### config.mk
export PLATFORM = sky130hd
export DESIGN_NAME = bus_transfer_sequencer
export DESIGN_NICKNAME = d
export VERILOG_FILES = /design/src/rtl/bus_transfer_sequencer.sv
export SDC_FILE = /design/constraint.sdc
export NUM_CORES = 1
export LEC_CHECK = 0
export CAP_MARGIN = 10
export CORE_AREA = 2 2 73 75
export CTS_BUF_LIST = sky130_fd_sc_hd__clkbuf_4
export DETAILED_ROUTE_END_ITERATION = 8
export DIE_AREA = 0 0 75 77
export GPL_TIMING_DRIVEN = 0
export PLACE_DENSITY = 0.64
export SETUP_SLACK_MARGIN = 0.3
export SLEW_MARGIN = 30
export SYNTH_ARGS = -nofsm -noshare
export SYNTH_HDL_FRONTEND = slang
export SYNTH_SLANG_ARGS = --single-unit
### constraint.sdc
create_clock -name clk -period 1.62 [get_ports clk]
set_input_delay 0.324 -clock clk [delete_from_list [all_inputs] [get_ports clk]]
set_output_delay 0.324 -clock clk [all_outputs]
set_load 0.02 [all_outputs]
### src/rtl/bus_transfer_sequencer.sv
// Initiator for the shared 8-bit tri-state register bus: sequences drive, settle and latch strobes.
// Define BUS_XFER_COUNT_EN to add a saturating completed-transfer counter (xfer_count).
module bus_transfer_sequencer #(
    parameter int N_REGS        = 8,
    parameter int IDX_W         = 4,
    parameter int SETTLE_CYCLES = 1
) (
    input  logic              clk,
    input  logic              rst,
    input  logic              req_valid,
    output logic              req_ready,
    input  logic [IDX_W-1:0]  req_src,
    input  logic [IDX_W-1:0]  req_dst,
    output logic [N_REGS-1:0] oe,
    output logic [N_REGS-1:0] ie,
    input  logic [7:0]        bus,
    output logic              done,
    output logic              err,
`ifdef BUS_XFER_COUNT_EN
    output logic [15:0]       xfer_count,
`endif
    output logic [7:0]        last_data
);

    typedef enum logic [2:0] {IDLE, DRIVE, LATCH, DONE, ERR} state_t;

    // One extra bit so N_REGS=16 is representable in the range check.
    localparam logic [IDX_W:0] NREGS_W = (IDX_W+1)'(N_REGS);
    localparam logic [3:0]     SETTLE_LD = 4'(SETTLE_CYCLES - 1);

    state_t           state;
    logic [3:0]       cnt;
    logic [IDX_W-1:0] dst_q;
    logic             bad_req;

    function automatic logic [N_REGS-1:0] onehot(input logic [IDX_W-1:0] i);
        onehot = N_REGS'(1) << i;
    endfunction

    assign req_ready = (state == IDLE);
    assign bad_req   = (req_src == req_dst) || ({1'b0, req_src} >= NREGS_W)
                       || ({1'b0, req_dst} >= NREGS_W);

    always_ff @(posedge clk or negedge rst) begin
        if (!rst) begin
            state     <= IDLE;
            oe        <= '0;
            ie        <= '0;
            done      <= 1'b0;
            err       <= 1'b0;
            last_data <= 8'h00;
            cnt       <= '0;
            dst_q     <= '0;
`ifdef BUS_XFER_COUNT_EN
            xfer_count <= 16'h0000;
`endif
        end else begin
            done <= 1'b0;
            err  <= 1'b0;
            unique case (state)
                IDLE: if (req_valid) begin
                    if (bad_req) begin
                        state <= ERR;
                        err   <= 1'b1;
                    end else begin
                        state <= DRIVE;
                        oe    <= onehot(req_src);
                        dst_q <= req_dst;
                        cnt   <= SETTLE_LD;
                    end
                end
                DRIVE: begin
                    if (cnt == 4'd0) begin
                        state <= LATCH;
                        ie    <= onehot(dst_q);
                    end else begin
                        cnt <= cnt - 4'd1;
                    end
                end
                // Destination loads on this edge; strobes drop together so the bus idles next cycle.
                LATCH: begin
                    last_data <= bus;
                    oe        <= '0;
                    ie        <= '0;
                    done      <= 1'b1;
                    state     <= DONE;
`ifdef BUS_XFER_COUNT_EN
                    if (xfer_count != 16'hFFFF) xfer_count <= xfer_count + 16'd1;
`endif
                end
                DONE:    state <= IDLE;
                ERR:     state <= IDLE;
                default: state <= IDLE;
            endcase
        end
    end

endmodule

==> impl_results.md, run 1 <==
- Run status: finished with violations
- Failing checks: setup timing
- Yosys warnings: 0
- DRT Pass-1 Iters: 4
- Asr flop ratio synth: 100%
- RSZ-0062 raised after global routing: true
- CTS H-tree depth: 2
- Max VDD drop: 0.828 mV
- Number of synthesized flops with an enable pin: 0
- Final Max Tran Viols: 0
- Post-placement cell area: 2340 µm²
- Rel. slew slack: 70.9%
- Die Area: between 5000 and 6000 µm²
- Worst Skew: 14.5 ps
- CP endpoint kind: flop
- Max-cap violations: 0
- DRT iter0 DRCs: 93
- Commonest non-fill, non-tap cell in the layout: dfrtp_1
- Number of global-route vias before repair: 1,510
- Clk Tree Root Cell: clkbuf_4
- Placer congestion estimate: 0.763
- Die Height: 77 µm
- First-pass GRT wire length: 7.38 mm
- Final min period: 1670 ps
- Routed Antenna Nets: 0
- Mapped Cells: approximately 130
- Post-synth net total: 154
- Most frequent cells in the layout: 35 x dfrtp_1, 27 x buf_2, 25 x buf_4
- Final core utilization: 55.0%
- Worst-Skew Late Latency: approximately 350 ps
- Min-Delay Path Class: in -> reg
- PwrDens: 1690 nW/µm²
- Num CTS Buffers: 5
- FF+latch count, synth: 37
- Yosys cell types: 45
- Initial core utilization: 33.8%
- P&R area growth vs syn: 62.5%
- WL/cell: around 16 µm
- Main synth FF type: dfrtp_1
- Via-to-Cell Ratio: a little under 5
- HPWL after DPL: 2.93 mm
- DRC violations left: 0
- R2R Setup Slk: -50 ps
- Total track usage: 17.0%
- Final number of setup-violating endpoints: 7
- Largest net degree at the start of global routing: 23
- Final worst path period share: 103%
- Final instance area: 2740 µm²
- Synth top area cells: dfrtp_1 55%, mux2_2 7.4%, a32o_1 4.8%
- Total Wirelength: 4.73 mm
- WP data arrival: 1920 ps
- Clock transition at the registers of the reported paths: 130 ps
- CTS max path bufs: 2
- Crit Path Max Fanout: 7
- Worst Path Required: 1880 ps
- IO Port Bufs: 45
- Initial antenna violation count: 0
- Grt total ovfl: 0
- Synth area leader: dfrtp_1
- TritonCTS clock tree: built
- Leakage: 0.00132 µW
- Nets: 242
- Min Hold Slack: 362 ps
- Top-level I/O count: 46
- Num rows: 26
- Final WS setup: -45.8 ps
- Synth top area share: 55.0%
- Actual slew at the worst max-slew pin: 434 ps
- Hold Vio Cnt, Final: 0
- Layout cells sized above 1: 59.0%
- Post-synthesis sequential area ratio: 55.0%
- Vias post-DR: 1,451
- Worst Setup Path Type: reg -> reg
- Syn Area/Cell: between 10 and 15 µm²
- Core Area: between 4000 and 5000 µm²
- ANT cells: 0
- Die width: 75 µm
- Fmax: around 600 MHz
- TritonCTS Sinks: 37
- Startpoint types: flop
- Mapped cell area: 1680 µm²
==> cell families after synthesis <==
group	after synthesis	synth area share, %
and+or+nand+nor	39	15.1
adders and majority gates	2	1.49
xor gates and xnor gates	3	1.56
AOI/OAI and AO/OA	31	16.2
DFF	37	55.0
buffers and inverters	9	2.75
muxes	12	7.95
==> metrics by stage <==
| step | setup slack, ps | power [µW] | cells | TNS, ps |
|---|---|---|---|---|
| after floorplan | 67.2 | 2700 | 133 | 0 |
| after global placement | -688 | 3430 | 248 | -27620 |
| after detailed placement | -426 | 3500 | 249 | -7470 |
| after CTS | 22.4 | 4410 | 283 | 0 |
| after global routing | -104 | 4880 | 292 | -789 |
| final | -45.8 | 4610 | 292 | -166 |
==> per-layer routing <==
metal,up-vias,part of all wire (%),GRT usage (%)
li1,671,-,-
met1,722,37,18.8
met2,48,56,30.5
met3,10,5.2,4.86
met4,0,1.7,5.36
met5,-,0,0
==> sequential cells by signal, summed over array words and instances, names as in the netlist <==
signal,cells
err,1
dst_q,4
done,1
last_data,8
state,3
ie,8
oe,8
cnt,4
==> timing repair <==
item                                    in CTS  in global routing
hold buffers                                 1                  0
gates resized for setup                    144                 24
setup buffers                               24                  9
hold endpoints to repair                    15                  0
endpoints found under the setup margin      61                 37
cloned                                       1                  0
pin swaps                                   23                  9
==> synthesized netlist by cell type, types with 2 or more instances <==
library cell and instances:
xnor2_1 3, o2bb2ai_1 3, a32o_1 8, ha_1 2, a22o_1 7, nor3_1 4, nor2_1 6, nand2b_1 2
a21oi_1 4, dfrtp_1 37, nand2_1 8, o21ai_0 2, inv_1 5, mux2_2 11
==> final cells by class <==
type	count	area (µm²)
Fill cell	422	2240
Buffer	4	45.0
Inverter	5	21.3
Timing Repair Buffer	81	651
Multi-Input combinational cell	87	925
Clock inverter	3	41.3
Sequential cell	37	928
Clock buffer	5	37.5
Tap cell	70	87.6
==> final timing paths <==
check,startpoint,end,cells after the start
hold reg to reg,oe[4],oe[4],1
setup / recovery,cnt[1],ie[0],7
max in group asynchronous,rst,dst_q[2],3
hold / removal,req_valid,state[2],3
min in group asynchronous,rst,oe[2],2
setup reg to reg,cnt[1],ie[0],7
==> critical path, cell delays in order (launching register included) <==
cell and delay (ps):
dfrtp_1 420, inv_2 100, ha_4 140, nor3b_4 220, a21oi_1 80, or2_1 260
buf_8 140, a22o_1 200
==> power by group <==
| part | switching, µW | total [µW] | internal [µW] | leakage (µW) |
|---|---|---|---|---|
| Clock | 324 | 644 | 319 | 0.0000389 |
| Sequential | 220 | 1450 | 1230 | 0.000482 |
| Combinational | 1230 | 2520 | 1290 | 0.000795 |
| Total | 1770 | 4610 | 2840 | 0.00132 |
No activity file was read; power rests on OpenSTA's default activity.
==> run 2: changes to the inputs <==
GPL_ROUTABILITY_DRIVEN = 0   (was default)
PLACE_DENSITY = 0.62   (was 0.64)
clock period = 2 ns   (was 1.62 ns; I/O delays follow)
==> impl_results.md, run 2 (synthesis gave the netlist of run 1 again) <==
- Total track usage: 14.7% (-2.3 points)
- Crit Reg-Reg Startpoint: cnt[1]
- Setup TNS: 0 ps (+166 ps)
- Final Power: 3260 µW (-29%)
- Vias post-DR: 1,345 (-7.3%)
- Final number of setup-violating endpoints: 0 (-7)
- Rel. slew slack: 74.0% (+3.0 points)
- Final worst path period share: 82.7%
- Reg area: 928 µm² (unchanged)
- CTS max path bufs: 2 (unchanged)
- Largest net degree at the start of global routing: 26 (+13%)
- Worst Reg-to-Reg Cells: 7 (unchanged)
- Max VDD drop: 0.574 mV (-31%)
- Clock transition at the registers of the reported paths: 110 ps (-20 ps)
- Worst Setup Path Type: reg -> out
- Die Area: 5780 µm² (unchanged)
- Met3 wire length: 198 µm (-20%)
- R2R Setup Slk: 350 ps (+390 ps)
- CTS H-tree depth: 2 (unchanged)
- Nets: 225 (-7.0%)
- Num rows: 26 (unchanged)
- Final WS setup: 346 ps (+392 ps)
- Top sig layer: met4
- Initial core utilization: 33.8% (unchanged)
- Min Hold Slack: 487 ps (+125 ps)
- Die width: 75 µm (unchanged)
- Leakage: 0.00122 µW (-7.4%)
- Final Max Tran Viols: 0 (unchanged)
- Routed length on met1: 1.60 mm (-8.8%)
- Worst path max stage delay: 410 ps (about the same)
- Number of fill cells: 447 (+5.9%)
- HPWL after DPL: 2.86 mm (-2.1%)
- Crit-path leading delay family: flip-flops
- Clk Tree Root Cell: clkbuf_4
- Worst Setup SP: state[0]
- Crit Reg-Reg Endpoint: ie[2]
- Biggest regs: ie x8, last_data x8, oe x8
- Most frequent cells in the layout: 35 x dfrtp_1, 26 x dlygate4sd2_1, 19 x buf_4
- Hold Vio Cnt, Final: 0 (unchanged)
- DRT iter0 DRCs: 51 (-45%)
- Multi-input logic area: 801 µm² (-13%)
- Worst Skew: 13.2 ps (-1.29 ps)
- Core Area: 4980 µm² (unchanged)
- IO Port Bufs: 45 (unchanged)
- Routed wl met2: 2.15 mm (-19%)
- Buf/Inv on CP: 2 (unchanged)
- Routed Antenna Nets: 0 (unchanged)
- Initial antenna violation count: 0 (unchanged)
- TritonCTS Sinks: 37 (unchanged)
- Actual slew at the worst max-slew pin: 387 ps (-46.9 ps)
- Top-level I/O count: 46 (unchanged)
- Final min period: 1650 ps
- Max-cap violations: 0 (unchanged)
- WP data arrival: 1250 ps (-670 ps)
- Num CTS Buffers: 5 (unchanged)
- Layout cells sized above 1: 35.1% (-24 points)
- CP Depth: 3 (-4)
- Run status: finished clean
- Fmax: a little over 600 MHz
- Die Height: 77 µm (unchanged)
- Worst Path Required: 1600 ps (-280 ps)
- Via-to-Cell Ratio: 4.89 (-1.6%)
- Setup crit end: req_ready
- TritonCTS clock tree: built
- P&R area growth vs syn: 50.3%
- First-pass GRT wire length: 6.42 mm (-13%)
- Commonest non-fill, non-tap cell in the layout: dfrtp_1
- Pre-CTS setup slack: -220 ps (+206 ps)
- Grt total ovfl: 0 (unchanged)
- PwrDens: 1290 nW/µm² (-24%)
- CP endpoint kind: output pin
- Min-Delay Path Class: in -> async
- RSZ-0062 raised after global routing: true
- Number of global-route vias before repair: 1,302 (-14%)
- Total Wirelength: 3.98 mm (-16%)
- Crit-path most repeated cell: buf_6
- ANT cells: 0 (unchanged)
- DRC violations left: 0 (unchanged)
- Crit Path Max Fanout: 7 (unchanged)
- Crit-path cells: buf_6 > nor3_4 > buf_6
- Slowest stage cell, crit path: dfrtp_1
- Placed Cells: 249 (unchanged)
- WL/cell: 14.5 µm (-11%)
- Post-route insts no fill: 275 (-5.8%)
- Startpoint types: flop
- Worst-Skew Late Latency: 330 ps (-20 ps)
- DRT Pass-1 Iters: 5 (+1)
## run 2: changes by cell type in the layout (fill, tap and decap cells not counted), moves of 6 or more
cell	before	now
buf_6	10	2
mux2_2	1	11
mux2_4	10	0
buf_2	27	1
buf_4	25	19
clkdlybuf4s50_1	8	14
dlygate4sd2_1	8	26
## run 2: report_power, final
part,switching [µW],leakage [µW],internal (µW)
registers,175,0.000482,996
logic,828,0.000694,755
clock network,233,0.0000433,274
total,1240,0.00122,2020
## run 2: worst reg2reg max path, cell delays in order, from the launching register on
cell and delay [ps]:
dfrtp_1 400, inv_2 90, ha_4 130, nor3b_4 220
nand3b_1 150, buf_4 180, buf_4 120, a32o_1 250
## run 2: worst min path at each step
stage,startpoint,endpoint,slack [ps],cells after the start
finish,rst,done,490,2
global route,req_valid,state[2],470,3
CTS,rst,last_data[1],480,2
detailed placement,rst,last_data[1],320,1
global placement,ie[4],ie[4],480,1
floorplan,rst,cnt[0],100,0
## run 2: metal layers
layer | vias to the layer above | GRT usage (%)
met5 | - | 0
li1 | 633 | -
met1 | 672 | 17.6
met3 | 2 | 6.04
met4 | 0 | 4.46
met2 | 38 | 23.7
## run 2: metrics by stage
stage,utilization [%],cell area [µm²]
floorplan,-,1680
global placement,44.6,2220
detailed placement,45.1,2240
CTS,48.5,2410
global route,50.9,2530
finish,50.9,2530
## run 2: timing repair
| item | in CTS | in global routing |
|---|---|---|
| setup endpoints to repair | 46 | 29 |
| buffers inserted | 6 | 11 |
| hold buffers | 1 | 0 |
| endpoints found under the hold margin | 12 | 0 |
| resized for setup | 44 | 14 |
| pin swaps | 5 | 5 |
## run 2: layout make-up
cell class,count,share of cell area [%]
Buffer,4,1.19
Clock buffer,6,1.78
Clock inverter,2,1.33
Inverter,5,0.741
Multi-Input combinational cell,87,31.6
Sequential cell,37,36.7
Tap cell,70,3.46
Timing Repair Buffer,64,23.2
